<file path="src/rtl/if_pkg.sv">
// Types and constants shared by the fetch stage, the fetch queue and the ID stage.
package if_pkg;

    localparam logic [31:0] NOP_INSTR = 32'h0000_0013;

    typedef struct packed {
        logic [31:0] pc;
        logic [31:0] pc_p4;
        logic [31:0] instr;
        logic        pred_taken;
    } fetch_entry_t;

endpackage

</file>
<file path="src/rtl/if_fetch_queue_fifo_ctrl.sv">
// Pointer and occupancy bookkeeping for the fetch queue; full/empty come from
// the separate count, so wr_ptr == rd_ptr is never ambiguous.
module fifo_ctrl #(
    parameter int DEPTH = 4
) (
    input  logic                       clk_i,
    input  logic                       rst_i,
    input  logic                       flush_i,
    input  logic                       push_i,
    input  logic                       pop_i,
    output logic [$clog2(DEPTH)-1:0]   wr_ptr_o,
    output logic [$clog2(DEPTH)-1:0]   rd_ptr_o,
    output logic [$clog2(DEPTH+1)-1:0] count_o,
    output logic                       full_o,
    output logic                       empty_o
);
    import if_pkg::*;

    localparam int PTR_W = $clog2(DEPTH);
    localparam int CNT_W = $clog2(DEPTH+1);

    logic [PTR_W-1:0] wr_ptr_q, wr_ptr_d;
    logic [PTR_W-1:0] rd_ptr_q, rd_ptr_d;
    logic [CNT_W-1:0] count_q, count_d;

    // Next-state: a flush drops everything, including a same-cycle push or pop.
    always_comb begin
        wr_ptr_d = wr_ptr_q;
        rd_ptr_d = rd_ptr_q;
        count_d  = count_q;
        if (flush_i) begin
            wr_ptr_d = {PTR_W{1'b0}};
            rd_ptr_d = {PTR_W{1'b0}};
            count_d  = {CNT_W{1'b0}};
        end else begin
            if (push_i) begin
                wr_ptr_d = wr_ptr_q + PTR_W'(1);
            end else begin
                wr_ptr_d = wr_ptr_q;
            end
            if (pop_i) begin
                rd_ptr_d = rd_ptr_q + PTR_W'(1);
            end else begin
                rd_ptr_d = rd_ptr_q;
            end
            case ({push_i, pop_i})
                2'b10:   count_d = count_q + CNT_W'(1);
                2'b01:   count_d = count_q - CNT_W'(1);
                default: count_d = count_q;
            endcase
        end
    end

    // State registers with synchronous reset.
    always_ff @(posedge clk_i) begin
        if (rst_i) begin
            wr_ptr_q <= {PTR_W{1'b0}};
            rd_ptr_q <= {PTR_W{1'b0}};
            count_q  <= {CNT_W{1'b0}};
        end else begin
            wr_ptr_q <= wr_ptr_d;
            rd_ptr_q <= rd_ptr_d;
            count_q  <= count_d;
        end
    end

    assign wr_ptr_o = wr_ptr_q;
    assign rd_ptr_o = rd_ptr_q;
    assign count_o  = count_q;
    assign full_o   = (count_q == CNT_W'(DEPTH));
    assign empty_o  = (count_q == {CNT_W{1'b0}});

endmodule

</file>
<file path="src/rtl/if_fetch_queue_sva.sv">
// Protocol checker for the fetch queue: the handshakes must never over- or underflow it.
module if_fetch_queue_sva #(
    parameter int DEPTH = 4
) (
    input logic                       clk,
    input logic                       rst,
    input logic                       push,
    input logic                       pop,
    input logic [$clog2(DEPTH+1)-1:0] count
);

    a_no_overflow: assert property (@(posedge clk) disable iff (rst)
        !(push && (count == ($clog2(DEPTH+1))'(DEPTH))));

    a_no_underflow: assert property (@(posedge clk) disable iff (rst)
        !(pop && (count == ($clog2(DEPTH+1))'(0))));

endmodule

</file>
<file path="src/rtl/if_fetch_queue.sv">
// Fetch-to-ID instruction queue: entry storage and head output muxing around fifo_ctrl.
// Upstream ready depends only on registered occupancy, never on id_ready.
module if_fetch_queue #(
    parameter int          DEPTH     = 4,
    parameter logic [31:0] NOP_INSTR = if_pkg::NOP_INSTR
) (
    input  logic                       clk,
    input  logic                       rst,
    input  logic                       flush,
    input  logic                       if_valid,
    output logic                       if_ready,
    input  logic [31:0]                if_pc,
    input  logic [31:0]                if_pc_p4,
    input  logic [31:0]                if_instr,
    input  logic                       if_pred_taken,
    output logic                       id_valid,
    input  logic                       id_ready,
    output logic [31:0]                id_pc,
    output logic [31:0]                id_pc_p4,
    output logic [31:0]                id_instr,
    output logic                       id_pred_taken,
    output logic [$clog2(DEPTH+1)-1:0] count
);
    import if_pkg::*;

    localparam int PTR_W = $clog2(DEPTH);

    fetch_entry_t     mem_q [DEPTH];
    fetch_entry_t     entry_in_s;
    fetch_entry_t     head_s;
    logic [PTR_W-1:0] wr_ptr_s;
    logic [PTR_W-1:0] rd_ptr_s;
    logic             full_s;
    logic             empty_s;
    logic             push_s;
    logic             pop_s;

    assign if_ready = !full_s;
    assign id_valid = !empty_s;
    assign push_s   = if_valid && if_ready;
    assign pop_s    = id_valid && id_ready;

    assign entry_in_s = '{pc: if_pc, pc_p4: if_pc_p4, instr: if_instr, pred_taken: if_pred_taken};

    fifo_ctrl #(.DEPTH(DEPTH)) u_ctrl (
        .clk_i    (clk),
        .rst_i    (rst),
        .flush_i  (flush),
        .push_i   (push_s),
        .pop_i    (pop_s),
        .wr_ptr_o (wr_ptr_s),
        .rd_ptr_o (rd_ptr_s),
        .count_o  (count),
        .full_o   (full_s),
        .empty_o  (empty_s)
    );

    // Entry storage; a write during flush is harmless because the pointers restart.
    always_ff @(posedge clk) begin
        if (push_s) begin
            mem_q[wr_ptr_s] <= entry_in_s;
        end
    end

    // Head output: the stored entry when occupied, otherwise a bubble NOP.
    always_comb begin
        head_s        = mem_q[rd_ptr_s];
        id_pc         = 32'h0000_0000;
        id_pc_p4      = 32'h0000_0000;
        id_instr      = NOP_INSTR;
        id_pred_taken = 1'b0;
        if (!empty_s) begin
            id_pc         = head_s.pc;
            id_pc_p4      = head_s.pc_p4;
            id_instr      = head_s.instr;
            id_pred_taken = head_s.pred_taken;
        end else begin
            id_pc         = 32'h0000_0000;
            id_pc_p4      = 32'h0000_0000;
            id_instr      = NOP_INSTR;
            id_pred_taken = 1'b0;
        end
    end

    if_fetch_queue_sva #(.DEPTH(DEPTH)) u_sva (
        .clk   (clk),
        .rst   (rst),
        .push  (push_s),
        .pop   (pop_s),
        .count (count)
    );

endmodule

</file>
<file path="config.mk">
export PLATFORM = sky130hd
export DESIGN_NAME = if_fetch_queue
export DESIGN_NICKNAME = d
export VERILOG_FILES = /design/src/rtl/if_pkg.sv /design/src/rtl/if_fetch_queue_fifo_ctrl.sv /design/src/rtl/if_fetch_queue_sva.sv /design/src/rtl/if_fetch_queue.sv
export SDC_FILE = /design/constraint.sdc
export NUM_CORES = 1
export LEC_CHECK = 0
export CAP_MARGIN = 15
export CORE_ASPECT_RATIO = 1.25
export CORE_MARGIN = 2
export CORE_UTILIZATION = 43
export CTS_CLUSTER_DIAMETER = 100
export CTS_CLUSTER_SIZE = 30
export DETAILED_ROUTE_END_ITERATION = 16
export PLACE_DENSITY = 0.73
export SLEW_MARGIN = 15
export SYNTH_ARGS = -nofsm -noshare
export SYNTH_HDL_FRONTEND = slang
export SYNTH_SLANG_ARGS = --single-unit
</file>
<file path="constraint.sdc">
create_clock -name clk -period 4.5 [get_ports clk]
set_input_delay 0.675 -clock clk [delete_from_list [all_inputs] [get_ports clk]]
set_output_delay 0.675 -clock clk [all_outputs]
set_load 0.01 [all_outputs]
</file>
==> flow_summary.ini, run 1 <==
[power]
p_leak_nw = 5.607
peakVddDrop_mv = 0.3018
power_density_mw_per_mm2 = 355.6

[worst_setup_path]
arrival_ns = 2.80
critPathKind = reg -> out
slowest_stage = dfxtp_4
cp-end-kind = primary output
cp.required_ns = 3.83
start_kind = flip-flop
path_max_fanout = 18
path_delay_family = buffers and inverters
crit_buf_inv = 2
slowest_delay_ns = 0.60
cp_cell_sequence = buf_4 -> mux4_2 -> or2_1 -> clkdlybuf4s50_1

[floorplan]
fp.dieW_um = 171.7
rows = 76
die_area_mm2 = 0.03666
fp.dieH_um = 213.6
core_mm2 = 0.03452
io_pins = 204
start_util_pct = 43.77

[sta]
max-slew-margin-rel_pct = 50.09
final_hold_viol_count = 0
setup_viol = 0
finClkSkew_ns = 0.02757
layout_setup_ws_ns = 1.023
max_slew.worst_pin.slew_ns = 0.7487
final_max_slew_viol_count = 0
finalCritPeriodShare_pct = 77.27
period_needed_ns = 3.477
fmaxAchievable_mhz = 287.6
rsz0062_at_grt = false
tns_ns = 0

[cts]
cts-root-buf = clkbuf_16
insertion_delay_ns = 0.54
cts_tree = done
cts.repair.resized = 0
htreeDepth = 1
path_clk_slew_ns = 0.11
post_cts_buffers = 0
cts.sinks = 397
cts_hold_buf = 0
clock_path_buffers = 3
cts_buffers = 17

[yosys]
synthDistinctLibCells = 24
syn_avg_cell_area_um2 = 22.59
synth_area_leader_cell = edfxtp_1
synth_compound_area_share_pct = 0.2319
synthFlopType = edfxtp_1
synth_top_family_by_area = multiplexers
synth_nets = 777
synth-simple-area-share_pct = 4.803
synth.area.mux_share_pct = 14.59
yosys-top-cells-area = edfxtp_1 (77%), mux4_2 (14%), and2_1 (3.9%), dfxtp_1 (1.2%), clkbuf_1 (0.42%)
synthesis.area_mm2 = 0.01511
synth_edf_count = 388
seq_area_frac_synth_pct = 78.30
yosys.area_share.xor_xnor_pct = 0.1159
ys_top_cells_by_count = edfxtp_1 (388), mux4_2 (97), and2_1 (95), clkbuf_1 (17), buf_2 (11)
yosysMostFrequentCell = edfxtp_1
ys_ff_latch = 397
synth_top_cell_area_share_pct = 77.11
synthAdderAreaFrac_pct = 0.5465
synthArstFlopShare_pct = 0
synthCells = 669
ys.warnings.count = 0

[global_route]
grt_pass1_wl_um = 42810
grt_pass1_vias = 7515
track_usage_pct = 15.67
grt_max_degree = 98
antenna_found_initial = 3
grt_overflow = 0

[drt]
ant_nets = 0
drcViolationCount = 0
via_per_inst = 5.155
first_pass_iters = 5
routedWlPerCell_um = 21.10
vias = 6969
drt-total-wl_um = 28530
drt_iter0_markers = 393

[place]
io_buffers = 203
gp_congestion = 0.6995
dp_hpwl_um = 17060
place_ws_ns = 1.524

[layout]
layout-drive-gt1-share_pct = 15.76
area_growth_pct = 20.93
final_nets = 979

[run]
maxCapViolCount = 0

[status]
outcome = completed

[hold_path]
hold_class = reg -> reg
per-layer routing:
metal | global-route usage, % | share of wire, % | vias up
met1 | 18.69 | 39 | 3622
met4 | 5.669 | 3.2 | 4
met5 | 0 | 0.084 | -
met3 | 2.602 | 4.8 | 48
li1 | - | - | 3105
met2 | 28.57 | 53 | 190
kinds of logic after synthesis:
| kind of cell | Yosys count |
|---|---|
| adder cells (fa/ha/maj) | 6 |
| buffers and inverters | 39 |
| AND/OR/NAND/NOR | 119 |
| multiplexers | 99 |
| flip-flops | 397 |
| AO/OA/AOI/OAI | 7 |
| XOR/XNOR | 2 |
worst register-to-register path, stage by stage (launching register included):
cell	delay (ns)
dfxtp_1	0.44
nor3_2	0.15
inv_2	0.10
buf_12	0.35
and2_1	0.25
ha_1	0.20
inv_1	0.06
fa_1	0.37
xor2_1	0.15
or3_1	0.31
a21oi_1	0.15
flip-flops by register name, summed over array words and instances, names as in the netlist, named ones only:
signal / count
mem_q: 388
u_ctrl.count_o: 3
u_ctrl.rd_ptr_o: 2
u_ctrl.wr_ptr_o: 2
layout make-up:
cell class	instances	area, um^2
Clock buffer	28	466.7
Multi-Input combinational cell	233	3085
Sequential cell	397	11840
Clock inverter	2	38.79
Fill cell	2679	16250
Timing Repair Buffer	216	2230
Inverter	6	22.52
Antenna cell	2	5.005
Tap cell	468	585.6
per-stage QoR:
step	instances	cell area [um^2]	power (mW)	hold slack [ns]	util, %
finish	1352	18270	6.498	0.4963	52.94
global route	1351	18270	6.734	0.5291	52.93
CTS	1350	18270	6.584	0.4967	52.92
detailed placement	1320	17760	4.799	0.4771	51.46
global placement	1320	17760	4.786	0.4568	51.46
floorplan	669	15110	4.489	0.4543	-
where the power goes:
group / internal (mW) / leakage (nW) / switching, mW
registers: 4.15 / 3.64 / 0.0233
logic: 0.293 / 1.73 / 0.233
clock network: 0.741 / 0.238 / 1.05
total: 5.19 / 5.61 / 1.31
cell usage in the layout, fill, tap and decap left out, drive strengths merged:
cell type and count:
a21oi 3, and3 4, xor2 2, or2 4
or3b 1, nor2 4, edfxtp 388, buf 13
diode 2, inv 7, or3 2, nor3 1
o21ai 4, dfxtp 9, nand4b 1, ha 5
clkbuf 28, clkinv 1, mux2i 2, and2 95
mux4 97, fa 1, clkdlybuf4s50 203, nand2 7
path summary, 6_finish.rpt:
check	endpoint	startpoint	cells past startpoint	slack (ns)
max	id_instr[1]	flip-flop	4	1.02
min	flip-flop	u_ctrl.rd_ptr_o[1]$_SDFFE_PP0P_	2	0.50
min reg2reg	flip-flop	u_ctrl.rd_ptr_o[1]$_SDFFE_PP0P_	2	0.50
max reg2reg	u_ctrl.count_o[2]$_SDFFE_PP0P_	u_ctrl.count_o[0]$_SDFFE_PP0P_	10	1.90
Power figures use the tool's default switching activity.
==> run 2, diff against run 1 <==
--- a/config.mk
+++ b/config.mk
@@ -12,7 +12,7 @@
 export CTS_CLUSTER_DIAMETER = 100
 export CTS_CLUSTER_SIZE = 30
 export DETAILED_ROUTE_END_ITERATION = 16
-export PLACE_DENSITY = 0.73
+export PLACE_DENSITY = 0.75
 export SLEW_MARGIN = 15
 export SYNTH_ARGS = -nofsm -noshare
 export SYNTH_HDL_FRONTEND = slang
==> constraint.sdc (replaced) <==
create_clock -name clk -period 3.1 [get_ports clk]
set_input_delay 0.465 -clock clk [delete_from_list [all_inputs] [get_ports clk]]
set_output_delay 0.465 -clock clk [all_outputs]
set_load 0.01 [all_outputs]
==> run 2 against run 1 <==
  * Worst hold slack about the same
  * Via count up 0.29%
  * Highest routed layer unchanged
  * Non-clock buffer count is 4 higher
  * Global-route usage is essentially flat
  * Critical path type unchanged
  * Die area stayed put
  * Largest cell class unchanged
  * Sequential cell count stayed put
==> flow_summary.ini, run 2 (synthesis results as in run 1) <==
[status]
outcome = completed

[place]
place_ws_ns = 0.5955
io_buffers = 203
gp_congestion = 0.7156
dp_hpwl_um = 17170

[layout]
area_growth_pct = 21.98
largest_register = mem_q
final_nets = 983
largest_register_ffs = 388
final_cell_mix = edfxtp_1 (388), clkdlybuf4s50_1 (203), mux4_2 (97)
final_common_cell = edfxtp_1
layout-drive-gt1-share_pct = 16.25

[sta]
finClkSkew_ns = 0.01797
layout_setup_ws_ns = 0.1481
fmaxAchievable_mhz = 338.8
final_hold_viol_count = 0
finalCritPeriodShare_pct = 95.22
max_slew.worst_pin.slew_ns = 0.4015
tns_ns = 0
period_needed_ns = 2.952
max-slew-margin-rel_pct = 73.23
rsz0062_at_grt = false
setup_viol = 0
final_max_slew_viol_count = 0

[floorplan]
start_util_pct = 43.77
rows = 76
die_area_mm2 = 0.03666
fp.dieW_um = 171.7
core_mm2 = 0.03452
io_pins = 204
fp.dieH_um = 213.6

[hold_path]
min_path_cells = 2
hold_class = reg -> reg
min_from = u_ctrl.rd_ptr_o[1]$_SDFFE_PP0P_

[cts]
path_clk_slew_ns = 0.11
post_cts_buffers = 0
clock_path_buffers = 3
cts-root-buf = clkbuf_16
htreeDepth = 1
cts_hold_buf = 0
cts.sinks = 397
insertion_delay_ns = 0.54
cts_tree = done
cts_buffers = 17

[drt]
drt-total-wl_um = 29050
drt_iter0_markers = 528
vias = 6989
routedWlPerCell_um = 21.39
via_per_inst = 5.147
first_pass_iters = 4
ant_nets = 0
drcViolationCount = 0

[worst_setup_path]
slowest_stage = mux4_2
r2r_slack_ns = 0.63
arrival_ns = 2.49
path_delay_family = buffers and inverters
cp-end-kind = primary output
r2r-start = u_ctrl.count_o[2]$_SDFFE_PP0P_
path_max_fanout = 29
critPathKind = reg -> out
r2r_cells = 8
start_kind = flip-flop
rr_endpoint = u_ctrl.count_o[2]$_SDFFE_PP0P_
cp.required_ns = 2.63
slowest_delay_ns = 0.53
cp_cell_sequence = buf_12 -> mux4_2 -> and2_1 -> clkdlybuf4s50_1
crit_buf_inv = 2

[power]
peakVddDrop_mv = 0.5470
power_mw = 9.514
power_density_mw_per_mm2 = 516.2
p_leak_nw = 5.663

[global_route]
grt_overflow = 0
grt_pass1_wl_um = 42940
grt_max_degree = 56
track_usage_pct = 15.64
grt_pass1_vias = 7480
antenna_found_initial = 5

[run]
maxCapViolCount = 0
[run 2: cell types whose count changed in the layout (fill, tap and decap cells not counted), sizes merged]
cell | previous run | this run
buf | 13 | 16
diode | 2 | 4
clkbuf | 28 | 29
[run 2: how the worst max path moves through the flow]
stage,start,end,depth (start not counted)
3_5_place_dp,flip-flop,id_instr[0],4
2_1_floorplan,u_ctrl.count_o[0]$_SDFFE_PP0P_,mem_q[0][0]$_DFFE_PP_,3
3_3_place_gp,flip-flop,id_instr[4],4
6_report,flip-flop,id_instr[22],4
4_1_cts,flip-flop,id_instr[0],4
5_1_grt,flip-flop,id_pc[2],4
[run 2: per-stage QoR]
| stage | hold WS [ns] | utilization, % | area, um^2 | cells |
|---|---|---|---|---|
| final | 0.4963 | 53.39 | 18430 | 1358 |
| after CTS | 0.5059 | 53.29 | 18400 | 1353 |
| after global placement | 0.4598 | 51.78 | 17870 | 1323 |
| after detailed placement | 0.4815 | 51.78 | 17870 | 1323 |
| after floorplan | 0.4543 | - | 15110 | 669 |
| after global routing | 0.5281 | 53.39 | 18430 | 1357 |
[run 2: worst register-to-register path, stage by stage, from the launching register on]
cell	delay, ns
dfxtp_1	0.42
or3b_2	0.54
nand2_1	0.17
ha_1	0.21
inv_1	0.07
fa_1	0.39
xor2_1	0.16
or3_1	0.31
a21oi_1	0.14
[run 2: cell type report]
cell class | count | area, um^2
fill | 2695 | 16090
sequential | 397 | 11840
multi-input combinational | 233 | 3085
timing repair buffer | 220 | 2372
tap | 468 | 585.6
clock buffer | 28 | 476.7
clock inverter | 2 | 38.79
inverter | 6 | 22.52
antenna | 4 | 10.01
[run 2: metal layers]
layer	global-route usage [%]	routed length (um)	vias up
met2	28.07	15360	139
met1	19.31	11720	3689
met4	5.202	674	4
met3	2.529	1258	39
li1	-	-	3118
met5	0	25	-
[run 2: what timing repair did]
item,CTS,global route
setup endpoints to repair,2,3
cloned,0,1
gates resized for setup,1,0
[run 2: where the power goes]
| part | internal [mW] | leakage (nW) | switching, mW |
|---|---|---|---|
| sequential | 6.03 | 3.64 | 0.0311 |
| combinational | 0.441 | 1.78 | 0.349 |
| clock | 1.10 | 0.244 | 1.57 |
==> run 3, diff against run 2 <==
--- a/config.mk
+++ b/config.mk
@@ -7,7 +7,7 @@
 export LEC_CHECK = 0
 export CAP_MARGIN = 15
 export CORE_ASPECT_RATIO = 1.25
-export CORE_MARGIN = 2
+export CORE_MARGIN = 4
 export CORE_UTILIZATION = 43
 export CTS_CLUSTER_DIAMETER = 100
 export CTS_CLUSTER_SIZE = 30
==> run 3 against run 2 <==
  * Setup slack got worse by 0.057 ns
  * Clock power shrank 4%
  * Clock-buffer cell count fell by 5
  * Die area increased by 4.2%
  * Global-route usage shrank 0.57 points
  * Register-to-register slack barely moved
  * Sequential cell count unchanged
  * Worst hold slack got worse by 0.00051 ns
  * Design area hardly changed
  * Non-clock buffer count fell by 1
  * Largest cell class unchanged
==> flow_summary.ini, run 3 (synthesis results as in run 1) <==
[power]
peakVddDrop_mv = 0.4283
p_leak_nw = 6.389
power_density_mw_per_mm2 = 510.0

[layout]
largest_register = mem_q
final_cell_mix = edfxtp_1 (388), clkdlybuf4s50_1 (159), mux4_2 (97)
final_cell_count_no_fill = 1348
final_common_cell = edfxtp_1
largest_register_ffs = 388
final_nets = 982
area_growth_pct = 21.96
fin_util_pct = 53.24
layout-drive-gt1-share_pct = 16.04
final.fill_count = 2729

[global_route]
grt_max_degree = 98
track_usage_pct = 15.06
grt_pass1_wl_um = 44640
antenna_found_initial = 2
grt_overflow = 0
grt_pass1_vias = 7575

[cts]
cts_buffers = 17
insertion_delay_ns = 0.52
cts.repair.resized = 0
cts_tree = done
cts-root-buf = clkbuf_16
clock_path_buffers = 3
cts.sinks = 397
post_cts_buffers = 0
cts_hold_buf = 0
path_clk_slew_ns = 0.11
htreeDepth = 1

[sta]
setup_viol = 0
fmaxAchievable_mhz = 332.4
finalHoldWorstSlack_ns = 0.4958
rsz0062_at_grt = true
finalCritPeriodShare_pct = 97.05
max-slew-margin-rel_pct = 57.38
finClkSkew_ns = 0.03161
period_needed_ns = 3.009
final_max_slew_viol_count = 0
final_hold_viol_count = 0
max_slew.worst_pin.slew_ns = 0.6393

[floorplan]
die_area_mm2 = 0.03822
fp.dieH_um = 217.6
start_util_pct = 43.65
io_pins = 204
core_mm2 = 0.03461
fp.dieW_um = 175.7
rows = 76

[drt]
via_per_inst = 5.146
routedWlPerCell_um = 21.46
drt-total-wl_um = 28930
first_pass_iters = 4
drcViolationCount = 0
drt_iter0_markers = 581
ant_nets = 0
vias = 6937

[worst_setup_path]
cp.required_ns = 2.63
path_max_fanout = 38
critPathKind = reg -> out
r2r_cells = 11
r2r-start = u_ctrl.count_o[0]$_SDFFE_PP0P_
cp_cell_sequence = buf_16 -> mux4_2 -> or2_1 -> clkdlybuf4s50_1
arrival_ns = 2.54
start_kind = flip-flop
slowest_stage = mux4_2
rr_endpoint = u_ctrl.count_o[2]$_SDFFE_PP0P_
slowest_delay_ns = 0.54
cp-end-kind = primary output
r2r_slack_ns = 0.64

[run]
maxCapViolCount = 0

[hold_path]
min_from = u_ctrl.rd_ptr_o[1]$_SDFFE_PP0P_
hold_class = reg -> reg
min_path_cells = 2

[place]
gp_congestion = 0.6892
dp_hpwl_um = 17070
dp_cells = 1323
io_buffers = 203

[status]
outcome = completed
run 3: cell types whose count changed in the layout (fill, tap and decap cells not counted), moves of 3 or more:
cell / previous run / this run
clkdlybuf4s50_1: 203 / 159
clkbuf_1: 10 / 6
dlymetal6s2s_1: 0 / 44
buf_4: 1 / 5
buf_12: 14 / 9
diode_2: 4 / 1
run 3: cell type report:
class                      count  area (um^2)  share of cell area (%)
timing repair buffer         219         2415                   13.10
inverter                       6        22.52                  0.1222
clock buffer                  23        447.9                   2.431
antenna                        1        2.502                 0.01358
multi-input combinational    233         3085                   16.74
tap                          468        585.6                   3.178
clock inverter                 1        30.03                  0.1630
sequential                   397        11840                   64.25
run 3: through the flow:
step / total power [mW] / setup TNS (ns) / setup WS [ns] / area (um^2)
after floorplan: 6.510 / 0 / 0.5920 / 15110
after global placement: 6.957 / 0 / 0.6143 / 17820
after detailed placement: 6.979 / 0 / 0.6018 / 17820
after CTS: 9.533 / 0 / 0.002785 / 18300
after global routing: 9.781 / -0.2388 / -0.05913 / 18430
final: 9.398 / 0 / 0.09149 / 18430
run 3: metal layers:
layer / global-route usage [%] / up-vias / wire [um]
li1: - / 3104 / -
met1: 19.18 / 3652 / 11660
met2: 27.28 / 151 / 15380
met3: 2.532 / 28 / 1398
met4: 3.328 / 2 / 481
met5: 0 / - / 7
run 3: worst max-delay path, delay by kind of cell, from the launching register on:
kind / cells / cell delay (ns)
AND/OR/NAND/NOR: 1 / 0.21
flip-flops: 1 / 0.44
buffers and inverters: 2 / 0.81
multiplexers: 1 / 0.54
run 3: worst max path at each step:
stage / end / cells after the start
6_report: id_instr[0] / 4
2_1_floorplan: mem_q[0][0]$_DFFE_PP_ / 3
3_5_place_dp: id_instr[0] / 4
5_1_grt: id_instr[0] / 4
4_1_cts: id_instr[0] / 4
3_3_place_gp: id_instr[0] / 4
run 3: power by group:
group | total, mW | switching [mW] | internal [mW]
logic | 0.769 | 0.344 | 0.425
clock network | 2.57 | 1.52 | 1.05
registers | 6.06 | 0.0313 | 6.03
total | 9.40 | 1.90 | 7.50
